`src/rtl/conv_engine.sv`:
```
// conv_engine: K x K convolution of one image window per lane, LANES output
// pixels computed side by side.
//
// A run is started from IDLE. Unless the stored kernel is reused, the kernel
// is first fetched from the kernel memory into K*K registers (KER). The window
// pixels are then fetched for all lanes in parallel (WIN) and multiply-
// accumulated. Each lane result is shifted and saturated (POST), then
// presented on the result port until it is accepted (OUT).
//
// Ports
//   i_clk, i_rst        clock; asynchronous active-high reset
//   i_start             start request, sampled only in IDLE
//   i_reuse_ker         1: skip the kernel fetch and use the stored kernel
//   i_relu              1: saturate to [0, 2^DATA_W-1], 0: to the signed range
//   i_stride            address distance between neighbouring lanes
//   i_shift             arithmetic right shift applied to each sum
//   i_src_base          address of the window's top-left pixel (lane 0)
//   i_ker_base          address of kernel element 0
//   o_ker_rd/o_ker_addr kernel read request, i_ker_data one cycle later
//   o_src_rd/o_src_addr pixel read request (one 10-bit address per lane),
//                       i_src_data one cycle later
//   o_valid/i_ready     result handshake: o_data is held stable while o_valid
//                       is high and is consumed in the cycle where both are 1
//   o_data              lane l at bits [l*DATA_W +: DATA_W]
//   o_busy              high in every state except IDLE
//   o_done              one-cycle pulse in the IDLE cycle after the handshake
module conv_engine #(
  parameter int DATA_W = 8,
  parameter int K      = 3,
  parameter int IMG_W  = 28,
  parameter int LANES  = 2,
  parameter int ACC_W  = 2*DATA_W + $clog2(K*K) + 1
) (
  input  logic                    i_clk,
  input  logic                    i_rst,
  input  logic                    i_start,
  input  logic                    i_reuse_ker,
  input  logic                    i_relu,
  input  logic [2:0]              i_stride,
  input  logic [3:0]              i_shift,
  input  logic [9:0]              i_src_base,
  input  logic [9:0]              i_ker_base,
  output logic                    o_ker_rd,
  output logic [9:0]              o_ker_addr,
  input  logic [DATA_W-1:0]       i_ker_data,
  output logic                    o_src_rd,
  output logic [LANES*10-1:0]     o_src_addr,
  input  logic [LANES*DATA_W-1:0] i_src_data,
  output logic                    o_valid,
  input  logic                    i_ready,
  output logic [LANES*DATA_W-1:0] o_data,
  output logic                    o_busy,
  output logic                    o_done
);

  localparam int KK    = K * K;
  localparam int AW    = 10;
  localparam int CNT_W = $clog2(KK + 1);
  localparam int IDX_W = $clog2(KK);
  localparam int COL_W = $clog2(K);

  // Saturation limits expressed at accumulator width.
  localparam logic signed [ACC_W-1:0] S_MAX = ACC_W'((2 ** (DATA_W - 1)) - 1);
  localparam logic signed [ACC_W-1:0] S_MIN = -S_MAX - ACC_W'(1);
  localparam logic signed [ACC_W-1:0] U_MAX = ACC_W'((2 ** DATA_W) - 1);

  typedef enum logic [2:0] {
    ST_IDLE = 3'd0,
    ST_KER  = 3'd1,
    ST_WIN  = 3'd2,
    ST_POST = 3'd3,
    ST_OUT  = 3'd4
  } state_t;

  state_t state;
  state_t next_state;

  // Run parameters latched at start.
  logic [AW-1:0] src_base;
  logic [AW-1:0] ker_base;
  logic [2:0]    stride;
  logic [3:0]    shift;
  logic          relu;

  // cnt walks the kernel/window index. In WIN it runs one step past the
  // last issue so the final pixel read can be captured before POST.
  logic [CNT_W-1:0] cnt;
  logic [COL_W-1:0] col;
  logic [AW-1:0]    row_off;

  // One-cycle-delayed view of the read strobes: the returning data belongs
  // to the index that was issued in the previous cycle. Kernel and pixel
  // captures never overlap, so one index register serves both.
  logic             ker_cap;
  logic             src_cap;
  logic [IDX_W-1:0] cap_idx;

  logic signed [DATA_W-1:0] kernel [KK];
  logic signed [ACC_W-1:0]  acc    [LANES];

  logic                     start_ok;
  logic                     issue;
  logic signed [DATA_W-1:0] ker_sel;
  logic signed [ACC_W-1:0]  ker_s;
  logic signed [ACC_W-1:0]  pix_s   [LANES];
  logic signed [ACC_W-1:0]  prod    [LANES];
  logic signed [ACC_W-1:0]  shifted [LANES];
  logic [LANES*DATA_W-1:0]  res;

  assign start_ok = (state == ST_IDLE) && i_start;
  assign issue    = (state == ST_WIN) && (cnt < CNT_W'(KK));

  // ---------------------------------------------------------------- FSM
  always_ff @(posedge i_clk or posedge i_rst) begin
    if (i_rst) begin
      state <= ST_IDLE;
    end else begin
      state <= next_state;
    end
  end

  always_comb begin
    next_state = state;
    case (state)
      ST_IDLE: if (i_start) next_state = i_reuse_ker ? ST_WIN : ST_KER;
      ST_KER:  if (cnt == CNT_W'(KK - 1)) next_state = ST_WIN;
      ST_WIN:  if (cnt == CNT_W'(KK)) next_state = ST_POST;
      ST_POST: next_state = ST_OUT;
      ST_OUT:  if (i_ready) next_state = ST_IDLE;
      default: next_state = ST_IDLE;
    endcase
  end

  always_comb begin
    o_busy     = (state != ST_IDLE);
    o_ker_rd   = (state == ST_KER);
    o_src_rd   = issue;
    o_valid    = (state == ST_OUT);
    o_ker_addr = ker_base + AW'(cnt);
    o_src_addr = '0;
    for (int l = 0; l < LANES; l++) begin
      o_src_addr[l*AW +: AW] = src_base + row_off + AW'(col)
                               + AW'(l) * AW'(stride);
    end
  end

  // ------------------------------------------------- run control / counters
  always_ff @(posedge i_clk or posedge i_rst) begin
    if (i_rst) begin
      src_base <= '0;
      ker_base <= '0;
      stride   <= '0;
      shift    <= '0;
      relu     <= 1'b0;
      cnt      <= '0;
      col      <= '0;
      row_off  <= '0;
    end else if (start_ok) begin
      src_base <= i_src_base;
      ker_base <= i_ker_base;
      stride   <= i_stride;
      shift    <= i_shift;
      relu     <= i_relu;
      cnt      <= '0;
      col      <= '0;
      row_off  <= '0;
    end else begin
      case (state)
        ST_KER: begin
          cnt <= (cnt == CNT_W'(KK - 1)) ? '0 : cnt + CNT_W'(1);
        end
        ST_WIN: begin
          cnt <= (cnt == CNT_W'(KK)) ? '0 : cnt + CNT_W'(1);
          if (issue) begin
            if (col == COL_W'(K - 1)) begin
              col     <= '0;
              row_off <= row_off + AW'(IMG_W);
            end else begin
              col <= col + COL_W'(1);
            end
          end
        end
        default: ;
      endcase
    end
  end

  // ------------------------------------------------------- capture pipeline
  always_ff @(posedge i_clk or posedge i_rst) begin
    if (i_rst) begin
      ker_cap <= 1'b0;
      src_cap <= 1'b0;
      cap_idx <= '0;
    end else begin
      ker_cap <= o_ker_rd;
      src_cap <= o_src_rd;
      cap_idx <= IDX_W'(cnt);
    end
  end

  always_ff @(posedge i_clk or posedge i_rst) begin
    if (i_rst) begin
      for (int i = 0; i < KK; i++) kernel[i] <= '0;
    end else if (ker_cap) begin
      kernel[cap_idx] <= i_ker_data;
    end
  end

  // Unsigned pixel times signed kernel: the pixel is zero-extended and the
  // kernel sign-extended to accumulator width before a signed multiply.
  always_comb begin
    ker_sel = kernel[cap_idx];
    ker_s   = ACC_W'(ker_sel);
    for (int l = 0; l < LANES; l++) begin
      pix_s[l] = ACC_W'(i_src_data[l*DATA_W +: DATA_W]);
      prod[l]  = pix_s[l] * ker_s;
    end
  end

  always_ff @(posedge i_clk or posedge i_rst) begin
    if (i_rst) begin
      for (int l = 0; l < LANES; l++) acc[l] <= '0;
    end else if (start_ok) begin
      for (int l = 0; l < LANES; l++) acc[l] <= '0;
    end else if (src_cap) begin
      for (int l = 0; l < LANES; l++) acc[l] <= acc[l] + prod[l];
    end
  end

  // ---------------------------------------------------- shift and saturate
  always_comb begin
    res = '0;
    for (int l = 0; l < LANES; l++) begin
      shifted[l] = acc[l] >>> shift;
      if (relu) begin
        if (shifted[l][ACC_W-1]) begin
          res[l*DATA_W +: DATA_W] = '0;
        end else if (shifted[l] > U_MAX) begin
          res[l*DATA_W +: DATA_W] = '1;
        end else begin
          res[l*DATA_W +: DATA_W] = shifted[l][DATA_W-1:0];
        end
      end else begin
        if (shifted[l] > S_MAX) begin
          res[l*DATA_W +: DATA_W] = S_MAX[DATA_W-1:0];
        end else if (shifted[l] < S_MIN) begin
          res[l*DATA_W +: DATA_W] = S_MIN[DATA_W-1:0];
        end else begin
          res[l*DATA_W +: DATA_W] = shifted[l][DATA_W-1:0];
        end
      end
    end
  end

  // o_data is only loaded in POST, so it stays put for the whole of OUT.
  always_ff @(posedge i_clk or posedge i_rst) begin
    if (i_rst) begin
      o_data <= '0;
    end else if (state == ST_POST) begin
      o_data <= res;
    end
  end

  always_ff @(posedge i_clk or posedge i_rst) begin
    if (i_rst) begin
      o_done <= 1'b0;
    end else begin
      o_done <= (state == ST_OUT) && i_ready;
    end
  end

endmodule

```
`config.mk`:
```
export PLATFORM = sky130hd
export DESIGN_NAME = conv_engine
export DESIGN_NICKNAME = d
export VERILOG_FILES = /design/src/rtl/conv_engine.sv
export SDC_FILE = /design/constraint.sdc
export NUM_CORES = 1
export LEC_CHECK = 0
export ABC_AREA = 1
export BUFFER_PORTS_ARGS = -buffer_cell sky130_fd_sc_hd__buf_2
export CORE_UTILIZATION = 29
export CTS_BUF_LIST = sky130_fd_sc_hd__clkbuf_4 sky130_fd_sc_hd__clkbuf_8
export CTS_CLUSTER_DIAMETER = 80
export DETAILED_ROUTE_END_ITERATION = 6
export GPL_TIMING_DRIVEN = 0
export SYNTH_ARGS = -nofsm -noshare
export SYNTH_HDL_FRONTEND = slang
export SYNTH_SLANG_ARGS = --single-unit
```
`constraint.sdc`:
```
create_clock -name i_clk -period 10.66 [get_ports i_clk]
set_clock_uncertainty 0.05 [all_clocks]
set_input_delay 2.132 -clock i_clk [delete_from_list [all_inputs] [get_ports i_clk]]
set_output_delay 2.132 -clock i_clk [all_outputs]
set_load 0.005 [all_outputs]
```
==> results of run 1 <==
==> worst paths after layout <==
| kind | from | end | slack [ns] | depth (start not counted) |
|---|---|---|---|---|
| setup / recovery | cap_idx[0]$_DFF_PP0_ | acc[39]$_DFFE_PP0P_ | 3.24 | 27 |
| hold / removal | o_data[13]$_DFFE_PP0N_ | o_data[13]$_DFFE_PP0N_ | 0.43 | 2 |
| setup reg to reg | cap_idx[0]$_DFF_PP0_ | acc[39]$_DFFE_PP0P_ | 3.24 | 27 |
| hold reg to reg | o_data[13]$_DFFE_PP0N_ | o_data[13]$_DFFE_PP0N_ | 0.43 | 2 |
| max in group asynchronous | i_rst | o_data[12]$_DFFE_PP0N_ | 8.02 | 3 |
| min in group asynchronous | i_rst | o_done$_DFF_PP0_ | 1.54 | 2 |
==> critical path: cells and delay by family, from the launching register on <==
kind / cells / cell delay (ns)
compound gates: 7 / 1.87
flops: 1 / 0.45
simple gates: 8 / 0.84
fa+ha+maj: 6 / 2.93
buf+inv: 6 / 1.17
==> cell type report <==
type	count	share of cell area
Multi-Input combinational cell	1602	0.561
Clock inverter	14	0.00749
Inverter	331	0.0684
Tap cell	756	0.0514
Buffer	86	0.0244
Clock buffer	18	0.0131
Timing Repair Buffer	92	0.0263
Sequential cell	182	0.248
Antenna cell	2	0.000272
==> registers in the layout, indices dropped and copies added (netlist names) <==
signal    cells
ker_cap       1
cap_idx       4
kernel       72
src_base     10
shift         4
stride        3
o_data       16
relu          1
ker_base     10
o_done        1
row_off       8
src_cap       1
acc          42
col           2
cnt           4
state         3
==> cell usage after synthesis, types with 4 or more instances <==
cell / count
clkbuf_1: 28
a21oi_1: 97
nor2_2: 5
a31oi_1: 7
o21ai_0: 146
o2111ai_1: 11
a22o_1: 4
nor3_1: 12
buf_6: 6
a22oi_1: 17
buf_2: 41
or2_2: 6
a21boi_0: 7
nand2_1: 696
o21ai_1: 6
a221o_1: 7
nand4_1: 8
xor2_1: 22
o21bai_1: 4
xnor2_1: 11
inv_1: 319
inv_2: 9
ha_1: 158
buf_4: 5
nand2_2: 13
dfrtp_1: 182
fa_1: 107
o22ai_1: 8
nand3_1: 135
nor2_1: 79
buf_1: 5
==> cells by family (layout without fill, tap and decap cells) <==
kind of cell	after synthesis	after routing	synth area share
other	0	2	0
buffers and inverters	417	541	0.103
XOR/XNOR	33	33	0.0174
multiplexers	1	1	0.000604
AO/OA/AOI/OAI	337	337	0.117
AND/OR/NAND/NOR	966	966	0.238
flip-flops	182	182	0.275
adder cells (fa/ha/maj)	265	265	0.249
==> per-layer routing <==
layer	vias to the layer above	track usage	share of wire
li1	7245	-	-
met3	44	0.0301	0.048
met2	293	0.272	0.48
met1	6737	0.210	0.46
met5	-	0	0
met4	0	0.0489	0.018
==> per-stage QoR <==
step	instances	utilization	hold slack (ns)	setup WS, ns	cell area, um2
detailed placement	3049	0.319	0.412	3.20	18000
finish	3083	0.326	0.431	3.24	18400
floorplan	2201	-	0.364	3.53	16600
global placement	3048	0.319	0.413	1.06	18000
CTS	3081	0.326	0.439	3.18	18400
global route	3081	0.326	0.449	2.61	18400
==> metrics.cfg, run 1 <==
[sta]
setup_viol=0
clock.fmax_mhz=135
rsz0062_at_grt=false
period_needed_ns=7.42
worst_slew_pin_slew_ns=0.847
fin_crit_sh=0.696
max_slew_margin=0.435
slew_viol_final=0
hold_viol=0
setup_tns_ns=0

[drt]
wl_per_cell_um=14.3
via_per_inst=4.64
ant_nets=0
drt_wl_total_mm=44.2
drtPass1Iterations=5
detail_route.iter0.violations=786
drc=0
via_count=14300

[global_routing]
grt_pass1_vias=14300
grt_pass1_wl_mm=73.4
overflow=0
grt_start_max_net_pins=124
antenna_found_initial=2
globalRouteTotalUtil=0.162

[die]
rows=87
die_w_um=241
die_area_um2=58100
core_um2=56400
die_h_um=241
initial_core_util=0.294
pin_count=108

[setup_path]
critPathMaxFanout=10
slowest_stage=fa_1
max_stage_delay_ns=0.58
critPathMostFrequentCell=nand2_1
crit_type=flip-flop to flip-flop
cp.required_ns=11.07
critical_path.endpoint_type=flip-flop
crit_arrival_ns=7.82
cp-start-kind=flip-flop

[clock_network]
cts_buffers=17
htreeDepth=4
cts.root.buffer_cell=clkbuf_8
cts_buffer_depth=2
clkSinkCount=182
path_clk_slew_ns=0.11
cts_hold_buf=0
tritoncts=done
clock_latency_ns=0.57
cts_setup_buffers=0
cts_resized=0

[layout]
drive_above_1_share=0.0955
fillerInstances=6206
fin_nets=2634
layout_common_cells=nand2_1, inv_1, dfrtp_1
multi_input_area_um2=10300
register_area_um2=4550
final_common_cell=nand2_1
area_delta_synth_final_pct=11.0

[yosys]
syn_inst=2201
synth_top_area_frac=0.275
syn_avg_cell_area_um2=7.53
yosys.area.top_type=dfrtp_1
synth-seq-area-share=0.275
synth_cell_types=55
yosys_warnings=0
synth_edf_count=0
syn_area_um2=16600
synthArstFlopShare=1.00
synth-seq-cells=182
synth_flop_cell=dfrtp_1
syn_nets=2523
synthTopCellsByArea=dfrtp_1, nand2_1, fa_1, ha_1, inv_1

[placement]
hpwl_mm=35.5
place.gp.congestion=0.863
portBuffers=91

[status]
outcome=finished clean

[worst_hold_path]
hold_class=flip-flop to flip-flop

[job]
maxCapViolCount=0

Power of run 1 is left out: the tool's default activity adds up to more than one toggle a clock period on the data nets, which glitch-free logic cannot reach.
==> inputs of run 2 (changes only) <==
ABC_AREA = 0   (was 1)
clock period = 7.6 ns   (was 10.66 ns; I/O delays follow)
==> metrics.cfg, run 2 <==
[placement]
portBuffers=107  ; was 91
hpwl_mm=34.3  ; was 35.5 mm
dp.cells=2509  ; was 3049
place.gp.congestion=0.871  ; was 0.863

[clock_network]
cts_setup_buffers=0  ; unchanged
cts_buffer_depth=2  ; unchanged
cts.root.buffer_cell=clkbuf_8  ; unchanged
cts_buffers=17  ; unchanged
clkSinkCount=182  ; unchanged
clock_latency_ns=0.50  ; was 0.57 ns
path_clk_slew_ns=0.10  ; was 0.11 ns
tritoncts=done  ; unchanged
htreeDepth=4  ; unchanged
cts_hold_buf=0  ; unchanged

[drt]
wl_per_cell_um=16.9  ; was 14.3 um
drc=0  ; unchanged
drtPass1Iterations=6  ; was 5
drt_wl_total_mm=43.0  ; was 44.2 mm
via_count=12600  ; was 14300
detail_route.iter0.violations=669  ; was 786
via_per_inst=4.94  ; was 4.64
ant_nets=0  ; unchanged

[setup_path]
crit_arrival_ns=7.48  ; was 7.82 ns
r2r-end=acc[41]$_DFFE_PP0P_  ; was acc[39]$_DFFE_PP0P_
critPathMaxFanout=10  ; unchanged
cp-start-kind=flip-flop  ; unchanged
critical_path.endpoint_type=flip-flop  ; unchanged
crit_type=flip-flop to flip-flop  ; unchanged
startpoint=cap_idx[0]$_DFF_PP0_  ; unchanged
ff2ff_setup_slack_ns=0.50  ; was 3.24 ns
ff2ff_path_depth=25  ; was 27
cp.required_ns=7.98  ; was 11.07 ns
r2r_start=cap_idx[0]$_DFF_PP0_  ; unchanged

[die]
initial_core_util=0.293  ; was 0.294
rows=87  ; unchanged
pin_count=108  ; unchanged
die_h_um=241  ; about the same
die_area_um2=57900  ; was 58100 um2
core_um2=56300  ; was 56400 um2
die_w_um=241  ; about the same

[global_routing]
grt_pass1_wl_mm=70.4  ; was 73.4 mm
grt_pass1_vias=12900  ; was 14300
grt_start_max_net_pins=95  ; was 124
antenna_found_initial=1  ; was 2
globalRouteTotalUtil=0.155  ; was 0.162
overflow=0  ; unchanged

[layout]
fin_nets=2094  ; was 2634
final_core_util=0.329  ; was 0.326
final_cells=2540  ; was 3083
drive_above_1_share=0.182  ; was 0.0955
fillerInstances=5791  ; was 6206
area_delta_synth_final_pct=12.2  ; was 11.0%
final_common_cell=nand2_1  ; unchanged
layout_common_cells=nand2_1, dfrtp_1, inv_1  ; was nand2_1, inv_1, dfrtp_1
largest_reg_flops=72  ; unchanged
antenna_cells=0  ; was 2
reg.largest.list=kernel x72, acc x42, o_data x16  ; unchanged
top_register=kernel  ; unchanged

[yosys]
syn_inst=1645  ; was 2201
synth-seq-area-share=0.276  ; was 0.275
synth-seq-cells=182  ; unchanged
synth_edf_count=0  ; unchanged
synth_cell_types=70  ; was 55
synth_flop_cell=dfrtp_1  ; unchanged
syn_area_um2=16500  ; was 16600 um2
yosys_warnings=0  ; unchanged
yosysMostFrequentCell=nand2_1  ; unchanged
synthTopCellsByCount=nand2_1, dfrtp_1, inv_1  ; was nand2_1, inv_1, dfrtp_1
synth_top_area_frac=0.276  ; was 0.275
yosys.area.top_type=dfrtp_1  ; unchanged
synthTopCellsByArea=dfrtp_1, fa_1, ha_1, mux4_2, mux2_2  ; was dfrtp_1, nand2_1, fa_1, ha_1, inv_1
syn_nets=1967  ; was 2523
syn_avg_cell_area_um2=10.0  ; was 7.53 um2
synthArstFlopShare=1.00  ; unchanged

[worst_hold_path]
hold_class=flip-flop to flip-flop  ; unchanged
hold_end=ker_base[0]$_DFFE_PP0P_  ; was o_data[13]$_DFFE_PP0N_
min-delay-start=ker_base[0]$_DFFE_PP0P_  ; was o_data[13]$_DFFE_PP0N_
min_path_cells=2  ; unchanged

[sta]
max_slew_margin=0.411  ; was 0.435
worst_slew_pin_slew_ns=0.880  ; was 0.847 ns
period_needed_ns=7.10  ; was 7.42 ns
fin_crit_sh=0.934  ; was 0.696
setup_viol=0  ; unchanged
hold_viol=0  ; unchanged
clock.fmax_mhz=141  ; was 135 MHz
slew_viol_final=0  ; unchanged
rsz0062_at_grt=false  ; unchanged
whs_ns=0.450  ; was 0.431 ns

[job]
maxCapViolCount=0  ; unchanged

[status]
outcome=finished clean  ; unchanged

[run 2: cell type report]
class / count / area, um2 / share of cell area
multi-input cells: 1229 / 11000 / 0.597
clock inverters: 13 / 186 / 0.0101
well taps: 756 / 946 / 0.0511
plain buffers: 71 / 358 / 0.0193
clock buffers: 18 / 241 / 0.0130
flip-flops and latches: 182 / 4550 / 0.246
repair buffers: 108 / 563 / 0.0304
inverters: 163 / 619 / 0.0334
[run 2: how the worst max path moves through the flow]
| stage | to | cells after the start |
|---|---|---|
| after global routing | acc[41]$_DFFE_PP0P_ | 25 |
| final | acc[41]$_DFFE_PP0P_ | 25 |
| after detailed placement | acc[38]$_DFFE_PP0P_ | 25 |
| after floorplan | acc[0]$_DFFE_PP0P_ | 1 |
| after CTS | acc[41]$_DFFE_PP0P_ | 25 |
| after global placement | acc[40]$_DFFE_PP0P_ | 2 |
[run 2: routing by layer]
layer,share of wire,GRT usage,vias up
met3,0.045,0.0224,37
met4,0.012,0.0345,2
met2,0.50,0.264,261
met5,0.00019,0,-
li1,-,-,5890
met1,0.45,0.207,6362
[run 2: cell families after synthesis]
kind of cell,Yosys count,synth area share
simple gates,484,0.137
xor+xnor,61,0.0324
flops,182,0.276
mux,195,0.160
fa+ha+maj,265,0.250
compound gates,224,0.0874
buf+inv,234,0.0582
[run 2: repair_timing]
| item | 4_1_cts | 5_1_grt |
|---|---|---|
| endpoints found under the setup margin | 7 | 11 |
| pin swaps | 0 | 0 |
| gates resized for setup | 5 | 16 |
| cloned | 0 | 0 |
[run 2: through the flow]
step / setup WS, ns / instance area [um2] / setup TNS [ns]
floorplan: 1.09 / 16500 / 0
CTS: 0.0587 / 18500 / 0
global placement: -0.967 / 18000 / -172.46
global route: 0.00415 / 18500 / 0
finish: 0.500 / 18500 / 0
detailed placement: -0.297 / 18000 / -1.04
[run 2: worst max-delay path, stage by stage, from the launching register on]
cell and delay [ns]:
dfrtp_1 0.33, buf_2 0.21, clkbuf_4 0.32, buf_2 0.28, mux4_2 0.26, inv_1 0.05
o22ai_2 0.42, clkbuf_2 0.34, nand2_1 0.11, fa_1 0.53, inv_1 0.06, fa_1 0.49
inv_1 0.05, fa_1 0.49, inv_1 0.06, fa_1 0.48, ha_1 0.31, ha_1 0.34
nor2b_1 0.16, o31ai_1 0.40, a21oi_1 0.21, a211oi_1 0.38, o31ai_1 0.15, xnor2_1 0.18
a211o_1 0.31, nand2_1 0.05
Power of run 2 is left out for the same reason.
==> inputs of run 3 (changes only) <==
PLACE_DENSITY_LB_ADDON = 0.05   (was default)
==> metrics.cfg, run 3 (same netlist as run 2, synthesis figures left out) <==
[clock_network]
clock_latency_ns=0.57  ; was 0.50 ns
cts_buffer_depth=2  ; unchanged
tritoncts=done  ; unchanged
clkSinkCount=182  ; unchanged
cts_buffers=17  ; unchanged
path_clk_slew_ns=0.11  ; was 0.10 ns
htreeDepth=4  ; unchanged
cts.root.buffer_cell=clkbuf_8  ; unchanged

[layout]
reg.largest.list=kernel x72, acc x42, o_data x16  ; unchanged
final_common_cell=nand2_1  ; unchanged
fin_nets=2097  ; was 2094
fillerInstances=5925  ; was 5791
top_register=kernel  ; unchanged
fin_area_um2=18700  ; was 18500 um2
layout_common_cells=nand2_1, dfrtp_1, inv_1  ; unchanged
drive_above_1_share=0.187  ; was 0.182
area_delta_synth_final_pct=13.2  ; was 12.2%
largest_reg_flops=72  ; unchanged

[sta]
rsz0062_at_grt=false  ; unchanged
hold_viol=0  ; unchanged
fin_crit_sh=0.939  ; was 0.934
setup_viol=0  ; unchanged
clock.fmax_mhz=140  ; was 141 MHz
setup_slack_ns=0.462  ; was 0.500 ns
worst_slew_pin_slew_ns=0.995  ; was 0.880 ns
max_slew_margin=0.334  ; was 0.411
slew_viol_final=0  ; unchanged
period_needed_ns=7.14  ; was 7.10 ns

[placement]
hpwl_mm=37.8  ; was 34.3 mm
placed_cell_area_um2=18100  ; was 18000 um2
pre_cts_ws_ns=-0.663  ; was -0.297 ns
place.gp.congestion=0.852  ; was 0.871
portBuffers=107  ; unchanged

[setup_path]
crit_arrival_ns=7.54  ; was 7.48 ns
critical_path.endpoint_type=flip-flop  ; unchanged
crit_chain=buf_2 > clkbuf_4 > mux4_2 > a22oi_1 > o22ai_4 > clkbuf_1 > and2_1 > fa_1 > fa_1 > inv_1 > fa_1 > inv_1 > fa_1 > ha_1 > ha_1 > nor2b_1 > o31ai_2 > a21oi_1 > a211oi_2 > o31ai_1 > xnor2_1 > a211o_1 > nand2_1
cp-start-kind=flip-flop  ; unchanged
max_stage_delay_ns=0.55  ; was 0.53 ns
ff2ff_setup_slack_ns=0.46  ; was 0.50 ns
r2r_start=cap_idx[0]$_DFF_PP0_  ; unchanged
cp.required_ns=8.00  ; was 7.98 ns
r2r-end=acc[41]$_DFFE_PP0P_  ; unchanged
crit_type=flip-flop to flip-flop  ; unchanged
ff2ff_path_depth=23  ; was 25
slowest_stage=mux4_2  ; was fa_1
critPathMostFrequentCell=fa_1
critPathMaxFanout=10  ; unchanged

[global_routing]
grt_pass1_vias=13000  ; was 12900
grt_pass1_wl_mm=76.0  ; was 70.4 mm
antenna_found_initial=2  ; was 1
overflow=0  ; unchanged
globalRouteTotalUtil=0.175  ; was 0.155
grt_start_max_net_pins=108  ; was 95

[drt]
wl_per_cell_um=19.0  ; was 16.9 um
via_per_inst=4.86  ; was 4.94
drc=0  ; unchanged
drtPass1Iterations=5  ; was 6
drt_wl_total_mm=48.4  ; was 43.0 mm
detail_route.iter0.violations=655  ; was 669
via_count=12400  ; was 12600
ant_nets=0  ; unchanged

[die]
core_um2=56300  ; unchanged
die_area_um2=57900  ; unchanged
die_w_um=241  ; unchanged
initial_core_util=0.293  ; unchanged
pin_count=108  ; unchanged
die_h_um=241  ; unchanged
rows=87  ; unchanged

[status]
outcome=finished clean  ; unchanged

[worst_hold_path]
hold_class=flip-flop to flip-flop  ; unchanged
hold_end=stride[0]$_DFFE_PP0P_  ; was ker_base[0]$_DFFE_PP0P_
min_path_cells=2  ; unchanged
min-delay-start=stride[0]$_DFFE_PP0P_  ; was ker_base[0]$_DFFE_PP0P_

[job]
maxCapViolCount=0  ; unchanged

[run 3: cell count changes in the layout (fill, tap and decap cells not counted), moves of 2 or more]
| cell | before | now |
|---|---|---|
| inv_6 | 1 | 4 |
| diode_2 | 0 | 2 |
| o22ai_2 | 7 | 1 |
| inv_8 | 7 | 4 |
| clkbuf_1 | 35 | 33 |
| buf_4 | 1 | 3 |
| clkinv_8 | 2 | 0 |
| o22ai_4 | 0 | 6 |
| bufinv_16 | 2 | 5 |
| buf_6 | 4 | 6 |
[run 3: metal layers]
metal	share of wire	vias to the layer above	global-route usage
li1	-	5901	-
met1	0.45	6280	0.227
met2	0.51	171	0.301
met4	0.012	0	0.0415
met3	0.029	30	0.0323
met5	0	-	0
[run 3: how the worst max path moves through the flow]
stage / startpoint / to / slack (ns) / cells after the start
after detailed placement: cap_idx[1]$_DFF_PP0_ / acc[41]$_DFFE_PP0P_ / -0.66 / 25
after CTS: cap_idx[0]$_DFF_PP0_ / acc[41]$_DFFE_PP0P_ / 0.19 / 23
after floorplan: i_rst / acc[0]$_DFFE_PP0P_ / 1.09 / 1
after global routing: cap_idx[0]$_DFF_PP0_ / acc[38]$_DFFE_PP0P_ / 0.03 / 24
final: cap_idx[0]$_DFF_PP0_ / acc[41]$_DFFE_PP0P_ / 0.46 / 23
after global placement: i_rst / acc[40]$_DFFE_PP0P_ / -1.70 / 2
[run 3: cell type report]
cell class | count | area, um2 | area share
plain buffers | 70 | 358 | 0.0192
clock inverters | 14 | 233 | 0.0125
diodes | 2 | 5.00 | 0.000268
repair buffers | 112 | 601 | 0.0322
inverters | 163 | 619 | 0.0332
clock buffers | 18 | 248 | 0.0133
flip-flops and latches | 182 | 4550 | 0.244
well taps | 756 | 946 | 0.0506
multi-input cells | 1229 | 11100 | 0.595
[run 3: repair_timing]
| action | in CTS | in global routing |
|---|---|---|
| hold buffers | 0 | 0 |
| pin swaps | 0 | 1 |
| buffers inserted | 0 | 2 |
| gates cloned | 0 | 0 |
| endpoints found under the setup margin | 14 | 7 |
| resized for setup | 20 | 10 |
[run 3: through the flow]
| stage | TNS [ns] | utilization | instances | hold slack (ns) |
|---|---|---|---|---|
| after detailed placement | -5.01 | 0.321 | 2511 | 0.420 |
| final | 0 | 0.332 | 2546 | 0.443 |
| after global routing | 0 | 0.332 | 2546 | 0.469 |
| after global placement | -310.05 | 0.320 | 2508 | 0.416 |
| after CTS | 0 | 0.331 | 2542 | 0.453 |
| after floorplan | 0 | - | 1645 | 0.384 |
[run 3: worst max-delay path: cells and delay by family (launching register included)]
family	cells	cell delay (ns)
DFF	1	0.33
AOI/OAI and AO/OA	7	1.68
buffers and inverters	5	1.04
muxes	1	0.55
adders and majority gates	6	2.59
xor gates and xnor gates	1	0.34
and+or+nand+nor	3	0.47
Power of run 3 is left out for the same reason.
